## src/rtl/fpga_boot_seq_pkg.sv

```systemverilog
// rtl/fpga_boot_seq_pkg.sv - shared types and default parameters for the boot sequencer
package fpga_boot_seq_pkg;

  typedef enum logic [2:0] {
    ST_WAIT_LOCK  = 3'd0,
    ST_DDR_RST    = 3'd1,
    ST_WAIT_CALIB = 3'd2,
    ST_SOC_RST    = 3'd3,
    ST_RUN        = 3'd4,
    ST_ERROR      = 3'd5
  } boot_state_e;

  localparam int unsigned DefLockDebounceCycles = 1024;
  localparam int unsigned DefRstHoldCycles      = 64;
  localparam int unsigned DefCalibTimeoutCycles = 2 ** 22;
  localparam int unsigned DefMaxRetries         = 3;
  localparam int unsigned DefSyncStages         = 2;
  localparam int unsigned DefCntWidth           = 24;

  function automatic logic holds_ddr_in_reset(boot_state_e st);
    return (st == ST_WAIT_LOCK) || (st == ST_DDR_RST) || (st == ST_ERROR);
  endfunction

endpackage

```

## src/rtl/fpga_boot_seq_if.sv

```systemverilog
// rtl/fpga_boot_seq_if.sv - board-side signal bundle between clock/DRAM/VIO and the sequencer
interface fpga_boot_seq_if;

  logic       mmcm_locked_i;
  logic       ddr_calib_done_i;
  logic       soft_rst_i;
  logic [1:0] boot_mode_i;
  logic       soc_rst_no;
  logic       ddr_rst_o;
  logic [1:0] boot_mode_o;
  logic [2:0] state_o;
  logic       ready_o;
  logic       calib_timeout_o;

  modport master (
    output mmcm_locked_i, ddr_calib_done_i, soft_rst_i, boot_mode_i,
    input  soc_rst_no, ddr_rst_o, boot_mode_o, state_o, ready_o, calib_timeout_o
  );

  modport slave (
    input  mmcm_locked_i, ddr_calib_done_i, soft_rst_i, boot_mode_i,
    output soc_rst_no, ddr_rst_o, boot_mode_o, state_o, ready_o, calib_timeout_o
  );

endinterface

```

## src/rtl/fpga_boot_seq_sync.sv

```systemverilog
// rtl/fpga_boot_seq_sync.sv - multi-flop synchroniser for asynchronous status bits
module fpga_boot_seq_sync #(
  parameter int unsigned Stages = 2,
  parameter int unsigned Width  = 2
) (
  input  logic             clk_i,
  input  logic             rst_i,
  input  logic [Width-1:0] d_i,
  output logic [Width-1:0] q_o
);

  logic [Width-1:0] sync_q [Stages];

  always_ff @(posedge clk_i or posedge rst_i) begin
    if (rst_i) begin
      for (int i = 0; i < Stages; i++) sync_q[i] <= '0;
    end else begin
      sync_q[0] <= d_i;
      for (int i = 1; i < Stages; i++) sync_q[i] <= sync_q[i-1];
    end
  end

  assign q_o = sync_q[Stages-1];

endmodule

```

## src/rtl/fpga_boot_seq.sv

```systemverilog
// rtl/fpga_boot_seq.sv - power-up sequencer gating DRAM and SoC resets on lock and calibration
module fpga_boot_seq
  import fpga_boot_seq_pkg::*;
#(
  parameter int unsigned LockDebounceCycles = DefLockDebounceCycles,
  parameter int unsigned RstHoldCycles      = DefRstHoldCycles,
  parameter int unsigned CalibTimeoutCycles = DefCalibTimeoutCycles,
  parameter int unsigned MaxRetries         = DefMaxRetries,
  parameter int unsigned SyncStages         = DefSyncStages,
  parameter int unsigned CntWidth           = DefCntWidth
) (
  input  logic           clk_i,
  input  logic           rst_i,
  fpga_boot_seq_if.slave bus
);

  localparam int unsigned RetryW = (MaxRetries > 0) ? $clog2(MaxRetries + 1) : 1;
  localparam logic [CntWidth-1:0] LockLast  = CntWidth'(LockDebounceCycles - 1);
  localparam logic [CntWidth-1:0] HoldLast  = CntWidth'(RstHoldCycles - 1);
  localparam logic [CntWidth-1:0] CalibLast = CntWidth'(CalibTimeoutCycles - 1);
  localparam logic [RetryW-1:0]   RetryMax  = RetryW'(MaxRetries);

  logic [1:0] raw_status;
  logic [1:0] sync_status;
  logic       lock_s;
  logic       calib_s;

  assign raw_status = {bus.ddr_calib_done_i, bus.mmcm_locked_i};

  fpga_boot_seq_sync #(
    .Stages(SyncStages),
    .Width (2)
  ) u_sync (
    .clk_i(clk_i),
    .rst_i(rst_i),
    .d_i  (raw_status),
    .q_o  (sync_status)
  );

  assign lock_s  = sync_status[0];
  assign calib_s = sync_status[1];

  boot_state_e       state_q, state_d;
  logic [CntWidth-1:0] cnt_q, cnt_d;
  logic [RetryW-1:0] retry_q, retry_d;
  logic [1:0]        boot_mode_q, boot_mode_d;
  logic              timeout_q, timeout_d;
  logic              soc_rst_n_q, ddr_rst_q, ready_q;

  always_comb begin
    state_d     = state_q;
    cnt_d       = cnt_q + 1'b1;
    retry_d     = retry_q;
    boot_mode_d = boot_mode_q;
    timeout_d   = timeout_q;

    unique case (state_q)
      ST_WAIT_LOCK: begin
        if (!lock_s)                state_d = ST_WAIT_LOCK;
        else if (cnt_q == LockLast) state_d = ST_DDR_RST;
        if (!lock_s)                cnt_d   = '0;
      end
      ST_DDR_RST: begin
        if (!lock_s)                state_d = ST_WAIT_LOCK;
        else if (cnt_q == HoldLast) state_d = ST_WAIT_CALIB;
      end
      ST_WAIT_CALIB: begin
        // Calibration completing on the timeout cycle still counts as success.
        if (!lock_s)       state_d = ST_WAIT_LOCK;
        else if (calib_s)  state_d = ST_SOC_RST;
        else if (cnt_q == CalibLast) begin
          timeout_d = 1'b1;
          if (retry_q == RetryMax) begin
            state_d = ST_ERROR;
          end else begin
            retry_d = retry_q + 1'b1;
            state_d = ST_DDR_RST;
          end
        end
      end
      ST_SOC_RST: begin
        if (!lock_s) begin
          state_d = ST_WAIT_LOCK;
        end else if (bus.soft_rst_i) begin
          cnt_d = '0;
        end else if (cnt_q == HoldLast) begin
          state_d = ST_RUN;
          retry_d = '0;
        end
      end
      ST_RUN: begin
        if (!lock_s)             state_d = ST_WAIT_LOCK;
        else if (!calib_s)       state_d = ST_DDR_RST;
        else if (bus.soft_rst_i) state_d = ST_SOC_RST;
      end
      ST_ERROR: state_d = ST_ERROR;
      default:  state_d = ST_WAIT_LOCK;
    endcase

    if (state_d != state_q) cnt_d = '0;
    if ((state_d == ST_SOC_RST) && (state_q != ST_SOC_RST)) boot_mode_d = bus.boot_mode_i;
  end

  // Reset outputs are flopped from the next state so they never glitch.
  always_ff @(posedge clk_i or posedge rst_i) begin
    if (rst_i) begin
      state_q     <= ST_WAIT_LOCK;
      cnt_q       <= '0;
      retry_q     <= '0;
      boot_mode_q <= '0;
      timeout_q   <= 1'b0;
      soc_rst_n_q <= 1'b0;
      ddr_rst_q   <= 1'b1;
      ready_q     <= 1'b0;
    end else begin
      state_q     <= state_d;
      cnt_q       <= cnt_d;
      retry_q     <= retry_d;
      boot_mode_q <= boot_mode_d;
      timeout_q   <= timeout_d;
      soc_rst_n_q <= (state_d == ST_RUN);
      ddr_rst_q   <= holds_ddr_in_reset(state_d);
      ready_q     <= (state_d == ST_RUN);
    end
  end

  assign bus.soc_rst_no      = soc_rst_n_q;
  assign bus.ddr_rst_o       = ddr_rst_q;
  assign bus.boot_mode_o     = boot_mode_q;
  assign bus.state_o         = state_q;
  assign bus.ready_o         = ready_q;
  assign bus.calib_timeout_o = timeout_q;

endmodule

```

## src/flat_wrapper.sv

```systemverilog
// flat-port wrapper written by rule: the top's interface ports become plain ports
module fpga_boot_seq_flat import fpga_boot_seq_pkg::*;
#(
  parameter int unsigned LockDebounceCycles = DefLockDebounceCycles,
  parameter int unsigned RstHoldCycles      = DefRstHoldCycles,
  parameter int unsigned CalibTimeoutCycles = DefCalibTimeoutCycles,
  parameter int unsigned MaxRetries         = DefMaxRetries,
  parameter int unsigned SyncStages         = DefSyncStages,
  parameter int unsigned CntWidth           = DefCntWidth
)
  (clk_i, rst_i, bus_mmcm_locked_i, bus_ddr_calib_done_i, bus_soft_rst_i, bus_boot_mode_i, bus_soc_rst_no, bus_ddr_rst_o, bus_boot_mode_o, bus_state_o, bus_ready_o, bus_calib_timeout_o);
  fpga_boot_seq_if bus_i ();
  input  logic clk_i;
  input  logic rst_i;
  input wire logic [$bits(bus_i.mmcm_locked_i)-1:0] bus_mmcm_locked_i;
  input wire logic [$bits(bus_i.ddr_calib_done_i)-1:0] bus_ddr_calib_done_i;
  input wire logic [$bits(bus_i.soft_rst_i)-1:0] bus_soft_rst_i;
  input wire logic [$bits(bus_i.boot_mode_i)-1:0] bus_boot_mode_i;
  output wire logic [$bits(bus_i.soc_rst_no)-1:0] bus_soc_rst_no;
  output wire logic [$bits(bus_i.ddr_rst_o)-1:0] bus_ddr_rst_o;
  output wire logic [$bits(bus_i.boot_mode_o)-1:0] bus_boot_mode_o;
  output wire logic [$bits(bus_i.state_o)-1:0] bus_state_o;
  output wire logic [$bits(bus_i.ready_o)-1:0] bus_ready_o;
  output wire logic [$bits(bus_i.calib_timeout_o)-1:0] bus_calib_timeout_o;
  assign bus_i.mmcm_locked_i = bus_mmcm_locked_i;
  assign bus_i.ddr_calib_done_i = bus_ddr_calib_done_i;
  assign bus_i.soft_rst_i = bus_soft_rst_i;
  assign bus_i.boot_mode_i = bus_boot_mode_i;
  assign bus_soc_rst_no = bus_i.soc_rst_no;
  assign bus_ddr_rst_o = bus_i.ddr_rst_o;
  assign bus_boot_mode_o = bus_i.boot_mode_o;
  assign bus_state_o = bus_i.state_o;
  assign bus_ready_o = bus_i.ready_o;
  assign bus_calib_timeout_o = bus_i.calib_timeout_o;
  fpga_boot_seq #(.LockDebounceCycles(LockDebounceCycles), .RstHoldCycles(RstHoldCycles), .CalibTimeoutCycles(CalibTimeoutCycles), .MaxRetries(MaxRetries), .SyncStages(SyncStages), .CntWidth(CntWidth)) u_core (.clk_i(clk_i), .rst_i(rst_i), .bus(bus_i));
endmodule
```

## config.mk

```make
export PLATFORM = sky130hd
export DESIGN_NAME = fpga_boot_seq_flat
export DESIGN_NICKNAME = d
export VERILOG_FILES = /design/src/rtl/fpga_boot_seq_pkg.sv /design/src/rtl/fpga_boot_seq_if.sv /design/src/rtl/fpga_boot_seq_sync.sv /design/src/rtl/fpga_boot_seq.sv /design/src/flat_wrapper.sv
export SDC_FILE = /design/constraint.sdc
export NUM_CORES = 1
export LEC_CHECK = 0
export ABC_AREA = 1
export CELL_PAD_IN_SITES_DETAIL_PLACEMENT = 1
export CELL_PAD_IN_SITES_GLOBAL_PLACEMENT = 1
export CORE_MARGIN = 5
export CORE_UTILIZATION = 48
export CTS_CLUSTER_SIZE = 30
export DETAILED_ROUTE_END_ITERATION = 12
export PLACE_DENSITY = 0.84
export SYNTH_ARGS = -nofsm -noshare
export SYNTH_HDL_FRONTEND = slang
export SYNTH_SLANG_ARGS = --single-unit
```

## constraint.sdc

```tcl
create_clock -name clk_i -period 3.93 [get_ports clk_i]
set_clock_uncertainty 0.1 [all_clocks]
set_input_delay 1.179 -clock clk_i [delete_from_list [all_inputs] [get_ports clk_i]]
set_output_delay 1.179 -clock clk_i [all_outputs]
set_load 0.01 [all_outputs]
```

==> results.txt <==
Outcome = complete, no violations
Avg WL per Cell = 14.4 µm
Layout cells sized above 1 = 0.182
Via/cell ratio = 5.15
Antenna violations before repair = 0
Hold Violations, Final = 0
Clk_lat worst skew = 290 ps
Die H = 80.8 µm
# resized after CTS = 0
Setup_tns = 0 ps
Net Sw Frac = 0.218
Total core area = 4790 µm²
Initial Utilization = 0.503
Clock Power Share = 0.436
Syn-to-layout area delta = 12.4%
Net count after synthesis = 309
Worst Setup Start Kind = input port
YS warnings = 0
# port buffers = 15
WS Path Type = input port to register
CTS tree = done
Slew headroom = 0.534
Worst path max stage delay = 520 ps
Combinational Power Share = 0.040
Layout Cells excl Fill = 385
Clk root buf = clkbuf_8
Worst Setup End Kind = register
Final WL = 5.53 mm
Slew @ Worst Pin = 698 ps
Fin nets = 326
CTS buffer count = 5
Row cnt = 25
Leakage power figure = 1.16 nW
CP max-delay cell = clkdlybuf4s50_1
# diodes = 0
Worst-path maximum fanout = 24
Delay-heaviest family, CP = simple AND/OR/NAND/NOR gates
Internal = 595 µW
CP most frequent cell = nor2_1
Vias in the first global route = 2,141
Slew Viols, Final = 0
Largest net degree at the start of global routing = 39
DR pass1 iterations = 4
Seq pwr share = 0.524
Clock transition at the registers of the reported paths = 80 ps
Drt initial violations = 74
Switch Pwr = 166 µW
Routed Antenna Nets = 0
Max_cap viols = 0
Final setup fails = 0
Horiz. Die Dim = 80.8 µm
Clock Sinks = 38
Post-CTS Setup Inserts = 0
H-tree levels = 2
Total grt overflow = 0
Clock buffer depth = 2
CP Cell Sequence = clkdlybuf4s50_1, nor2_1, a31oi_1, inv_1, a21oi_1, nand3_1, nand2_2, nand3_4, nor2_1
RSZ-0062 raised after global routing = no
Sequential area share after synthesis = 0.396
FMAX = 318 MHz
Final Cycle Share = 0.801
Final worst slack = 783 ps
Global Route Usage Sum = 0.196
DP Worst Slack = 464 ps
Vias = 1,981
WP data arrival = 3260 ps
Min cycle time layout = 3150 ps
Maximum vdd drop = 0.201 mV
RePlAce Congestion = 0.895
Global-route wire length before repair = 9.89 mm
Die area = 6530 µm²
I/O pin total = 16
Pwr Density = 282 nW/µm²
Mapped cell area = 2410 µm²
DR DRC count = 0
Data required, critical path = 4040 ps
CP bufs+invs = 2
Hold/Removal Path Class = register to register
Dpl hpwl = 4.19 mm
Cell variety after synth = 36
Post-synthesis register bit count = 38
Cell count after placement = 377
Syn Area/Cell = 8.02 µm²
Synthesized instance count = 300
Overall power = 762 µW
Fin Hold WS = 252 ps
Hold buffer count at cts = 0
[worst paths after layout]
| kind | from | endpoint | slack, ps | cells past startpoint |
|---|---|---|---|---|
| max in group asynchronous | rst_i | u_core.bus.ddr_rst_o | 2170 | 3 |
| setup / recovery | bus_soft_rst_i | u_core.cnt_q[2] | 780 | 9 |
| min in group asynchronous | rst_i | u_core.u_sync.sync_q[3] | 1210 | 3 |
| setup reg to reg | u_core.cnt_q[0] | u_core.cnt_q[2] | 1260 | 13 |
| hold / removal | u_core.u_sync.sync_q[3] | u_core.u_sync.q_o[1] | 250 | 0 |
| hold reg to reg | u_core.u_sync.sync_q[3] | u_core.u_sync.q_o[1] | 250 | 0 |
[flip-flops by register name, summed over array words and instances (netlist names)]
signal	flops
u_core.retry_q	2
u_core.bus.calib_timeout_o	1
u_core.u_sync.q_o	2
u_core.cnt_q	24
u_core.bus.state_o	3
u_core.bus.boot_mode_o	2
u_core.bus.ready_o	1
u_core.bus.ddr_rst_o	1
u_core.u_sync.sync_q	2
[worst register-to-register path, stage by stage, from the launching register on]
cell     delay, ps
dfrtp_1        370
ha_1           190
nand2_1         90
nor2_2         150
nand2_2        150
nor2_4         160
nand3_1        140
nand3_2        110
o21ai_2        100
nand2_4        120
nand2_2         50
nand2_2         80
nand3_4        490
nor2_1         270
[layout make-up]
cell class | instances | area (µm²)
Clock buffer | 5 | 68.8
Sequential cell | 38 | 952
Timing Repair Buffer | 17 | 165
Multi-Input combinational cell | 223 | 1270
Tap cell | 67 | 83.8
Clock inverter | 3 | 45.0
Fill cell | 621 | 2080
Inverter | 32 | 120
[cells in the final DEF, fill, tap and decap left out, drive strengths merged, types with 3 or more instances in the layout]
master,n
clkbuf,5
dfrtp,37
or2,6
o21ai,8
nand3,29
nand4,7
inv,31
a21oi,6
nor3,5
nand2,71
nand3b,4
o21bai,4
a21boi,3
nor2,67
clkdlybuf4s50,15
[synthesized netlist by cell type]
master | number | area [µm²]
a21boi_0 | 3 | 22.5
a21oi_1 | 6 | 30.0
a31oi_1 | 2 | 12.5
buf_12 | 2 | 40.0
buf_2 | 2 | 10.0
buf_4 | 1 | 7.51
clkbuf_1 | 2 | 7.51
clkinv_1 | 1 | 3.75
dfrtp_1 | 37 | 926
dfstp_2 | 1 | 26.3
ha_1 | 2 | 25.0
inv_1 | 30 | 113
inv_2 | 1 | 3.75
nand2_1 | 62 | 233
nand2_2 | 8 | 50.1
nand2_4 | 1 | 11.3
nand3_1 | 27 | 135
nand3_2 | 1 | 10.0
nand3_4 | 1 | 17.5
nand3b_1 | 4 | 30.0
nand4_1 | 7 | 43.8
nor2_1 | 39 | 146
nor2_2 | 5 | 31.3
nor2_4 | 23 | 259
nor3_1 | 5 | 25.0
o2111a_1 | 1 | 11.3
o211ai_1 | 1 | 7.51
o21a_1 | 1 | 7.51
o21ai_0 | 7 | 35.0
o21ai_2 | 1 | 8.76
o21bai_1 | 4 | 30.0
o221ai_1 | 1 | 8.76
o31ai_1 | 2 | 15.0
or2_2 | 6 | 37.5
xnor2_1 | 1 | 8.76
xor2_1 | 2 | 17.5
[layer usage]
metal	global-route usage	part of all wire
met1	0.250	0.47
met4	0.0557	0.012
met5	0	0
met2	0.336	0.50
met3	0.0399	0.023
[stage by stage]
step | utilization | cell area, µm²
floorplan | - | 2410
global placement | 0.541 | 2590
detailed placement | 0.541 | 2590
CTS | 0.565 | 2710
global route | 0.565 | 2710
finish | 0.565 | 2710
[power groups by stage]
| stage | clock network [mW] | registers (mW) | logic (mW) |
|---|---|---|---|
| 2_1_floorplan | 0 | 0.406 | 0.0177 |
| 3_3_place_gp | 0 | 0.407 | 0.0305 |
| 3_5_place_dp | 0 | 0.407 | 0.0312 |
| 4_1_cts | 0.341 | 0.399 | 0.0312 |
| 5_1_grt | 0.368 | 0.400 | 0.0347 |
| 6_report | 0.332 | 0.399 | 0.0302 |
[logic make-up (layout without fill, tap and decap cells)]
| family | after synthesis | in the layout | synth area share |
|---|---|---|---|
| simple gates | 189 | 189 | 0.428 |
| buf+inv | 39 | 57 | 0.0769 |
| flops | 38 | 38 | 0.396 |
| compound gates | 29 | 29 | 0.0785 |
| xor+xnor | 3 | 3 | 0.0109 |
| fa+ha+maj | 2 | 2 | 0.0104 |
No activity file was read; power rests on OpenSTA's default activity.
==> RTL edit, RTL diff (same settings) <==
Change the package constant `DefCntWidth` from 24 to 16.
--- a/src/rtl/fpga_boot_seq_pkg.sv
+++ b/src/rtl/fpga_boot_seq_pkg.sv
@@ -15,7 +15,7 @@
   localparam int unsigned DefCalibTimeoutCycles = 2 ** 22;
   localparam int unsigned DefMaxRetries         = 3;
   localparam int unsigned DefSyncStages         = 2;
-  localparam int unsigned DefCntWidth           = 24;
+  localparam int unsigned DefCntWidth           = 16;
 
   function automatic logic holds_ddr_in_reset(boot_state_e st);
     return (st == ST_WAIT_LOCK) || (st == ST_DDR_RST) || (st == ST_ERROR);
Function: same outputs for any inputs over 10 cycles, from zero or initial values and one cycle with rst_i high; that may be too few to reach the edited logic, so the function may still have changed.
==> RTL edit against the unedited design <==
Sequential share of layout area grew 1.2 points. Final area shrank 24%. Area after synthesis shrank 26%. Clock power shrank 20%. Highest routed layer unchanged. Largest power group unchanged. Setup slack gained 0.44 ns. Sequential cell count shrank 8. Critical path type unchanged. Power shrank 22%. Routed wire length shrank 14%.
==> RTL edit: results (changes against the unedited design) <==
Logic synthesis
  – Sequential area share after synthesis: 42.1% (+2.6 points)
  – Netlist cell types: 35 (-2.8%)
  – Top cells by area, synth: dfrtp_1, nand2_1, nor3_2
  – Mapped Nets: 232 (-25%)
  – Yosys warns: 0 (unchanged)
  – Async SR Flop Fraction: 100% (unchanged)
  – Commonest cells in the netlist: nand2_1, dfrtp_1, inv_1, nor2_1, o21ai_0
  – Syn Area/Cell: 8.00 um^2 (-0.29%)
  – Synth top area share: 40.7% (+2.2 points)

Finish
  – Final nets: 252 (-23%)
  – Most flop-heavy register: u_core.cnt_q
  – ANT cells: 0 (unchanged)
  – Largest register FFs: 16 (-33%)
  – Share of post-route cells with drive strength above 1: 20.1% (+1.8 points)

Routing
  – Vias per cell: 5.29 (+2.8%)
  – DR WL/cell: 16.3 um (+14%)
  – Total wire length: 4.77 mm (-14%)
  – Drt first-iter violations: 60 (-19%)
  – DRT Pass-1 Iters: 4 (unchanged)

Clock network
  – Clock-pin slew on the worst setup and hold paths: 0.06 ns (-0.02 ns)
  – CTS resizes: 0 (unchanged)
  – Htree depth: 2 (unchanged)
  – Post-CTS Setup Bufs: 0 (unchanged)
  – Clock latency at the later pin of the worst-skew pair: 0.29 ns (about the same)
  – CTS max path bufs: 2 (unchanged)
  – Clk Tree Root Cell: clkbuf_8
  – Total CTS buffers: 5 (unchanged)

Outcome
  – Status: complete, no violations

Global route
  – Initial antenna violation count: 0 (unchanged)
  – Tot GR Track Use: 21.0% (+1.4 points)
  – First-pass GRT wire length: 8.25 mm (-17%)
  – Vias in the first global route: 1,634 (-24%)
  – Pin count of the biggest net entering global routing: 31 (-21%)

Setup path
  – CP max stage cell: clkdlybuf4s50_1
  – CP top delay family: simple AND/OR/NAND/NOR gates
  – Reg2reg start: u_core.cnt_q[0]$_DFF_PP0_
  – Crit path launch: bus_soft_rst_i
  – CP Max Fanout: 16 (-33%)
  – Crit-path max cell delay: 0.53 ns

Placed design
  – # port buffers: 15 (unchanged)
  – Dpl cells: 284 (-25%)
  – Placement Cell Area: 1970 um^2 (-24%)
  – Dpl ws: 0.924 ns (+0.460 ns)
  – Post-DP HPWL: 3.46 mm (-18%)
  – Placer Congestion: 0.952 (+6.3%)

STA
  – Worst slew pin tran: 0.474 ns (-0.224 ns)

Power and ir drop
  – Leakage: 0.962 nW (-17%)
  – VDD IR-drop max: 0.000340 V (+69%)

Worst hold path
  – Hold Startpoint: u_core.u_sync.sync_q[2]$_DFF_PP0_
  – Hold crit path type: flip-flop to flip-flop
RTL edit: changes by cell type in the layout (fill, tap and decap cells not counted), sizes merged, moves of 4 or more:
cell,change
o21ai,+9
nor3,+17
a21oi,+4
nand3,-13
nor2,-42
nand2,-22
nand4,-6
dfrtp,-8
RTL edit: final timing paths:
kind / to / slack (ns) / depth (start not counted)
max: u_core.cnt_q[2]$_DFF_PP0_ / 1.22 / 11
min: u_core.u_sync.q_o[0]$_DFF_PP0_ / 0.26 / 0
max reg2reg: u_core.cnt_q[2]$_DFF_PP0_ / 1.60 / 13
min reg2reg: u_core.u_sync.q_o[0]$_DFF_PP0_ / 0.26 / 0
max in group asynchronous: u_core.bus.ddr_rst_o$_DFF_PP1_ / 2.21 / 3
min in group asynchronous: u_core.bus.state_o[1]$_DFF_PP0_ / 1.19 / 3
RTL edit: layer usage:
layer	track usage (%)	vias up	part of all wire [%]
met3	5.26	5	2.7
li1	-	764	-
met5	0	-	0
met2	34.0	19	48
met4	4.59	0	1.0
met1	28.4	756	48
RTL edit: cells by family after synthesis:
| logic type | count (synthesis) | synth area share (%) |
|---|---|---|
| buffers and inverters | 37 | 8.91 |
| AOI/OAI and AO/OA | 33 | 10.2 |
| adders and majority gates | 2 | 1.40 |
| and+or+nand+nor | 120 | 36.9 |
| DFF | 30 | 42.1 |
| xor gates and xnor gates | 1 | 0.491 |
RTL edit: area by class of cell:
cell class | instances | area (um^2)
Fill cell | 468 | 1570
Clock inverter | 1 | 5.00
Inverter | 33 | 124
Sequential cell | 30 | 752
Tap cell | 48 | 60.1
Multi-Input combinational cell | 156 | 873
Timing Repair Buffer | 17 | 165
Clock buffer | 7 | 86.3
RTL edit: report_power, final:
group          internal [mW]  switching, mW
logic                0.00665        0.00990
clock network          0.141          0.124
registers              0.311        0.00152
total                  0.459          0.135
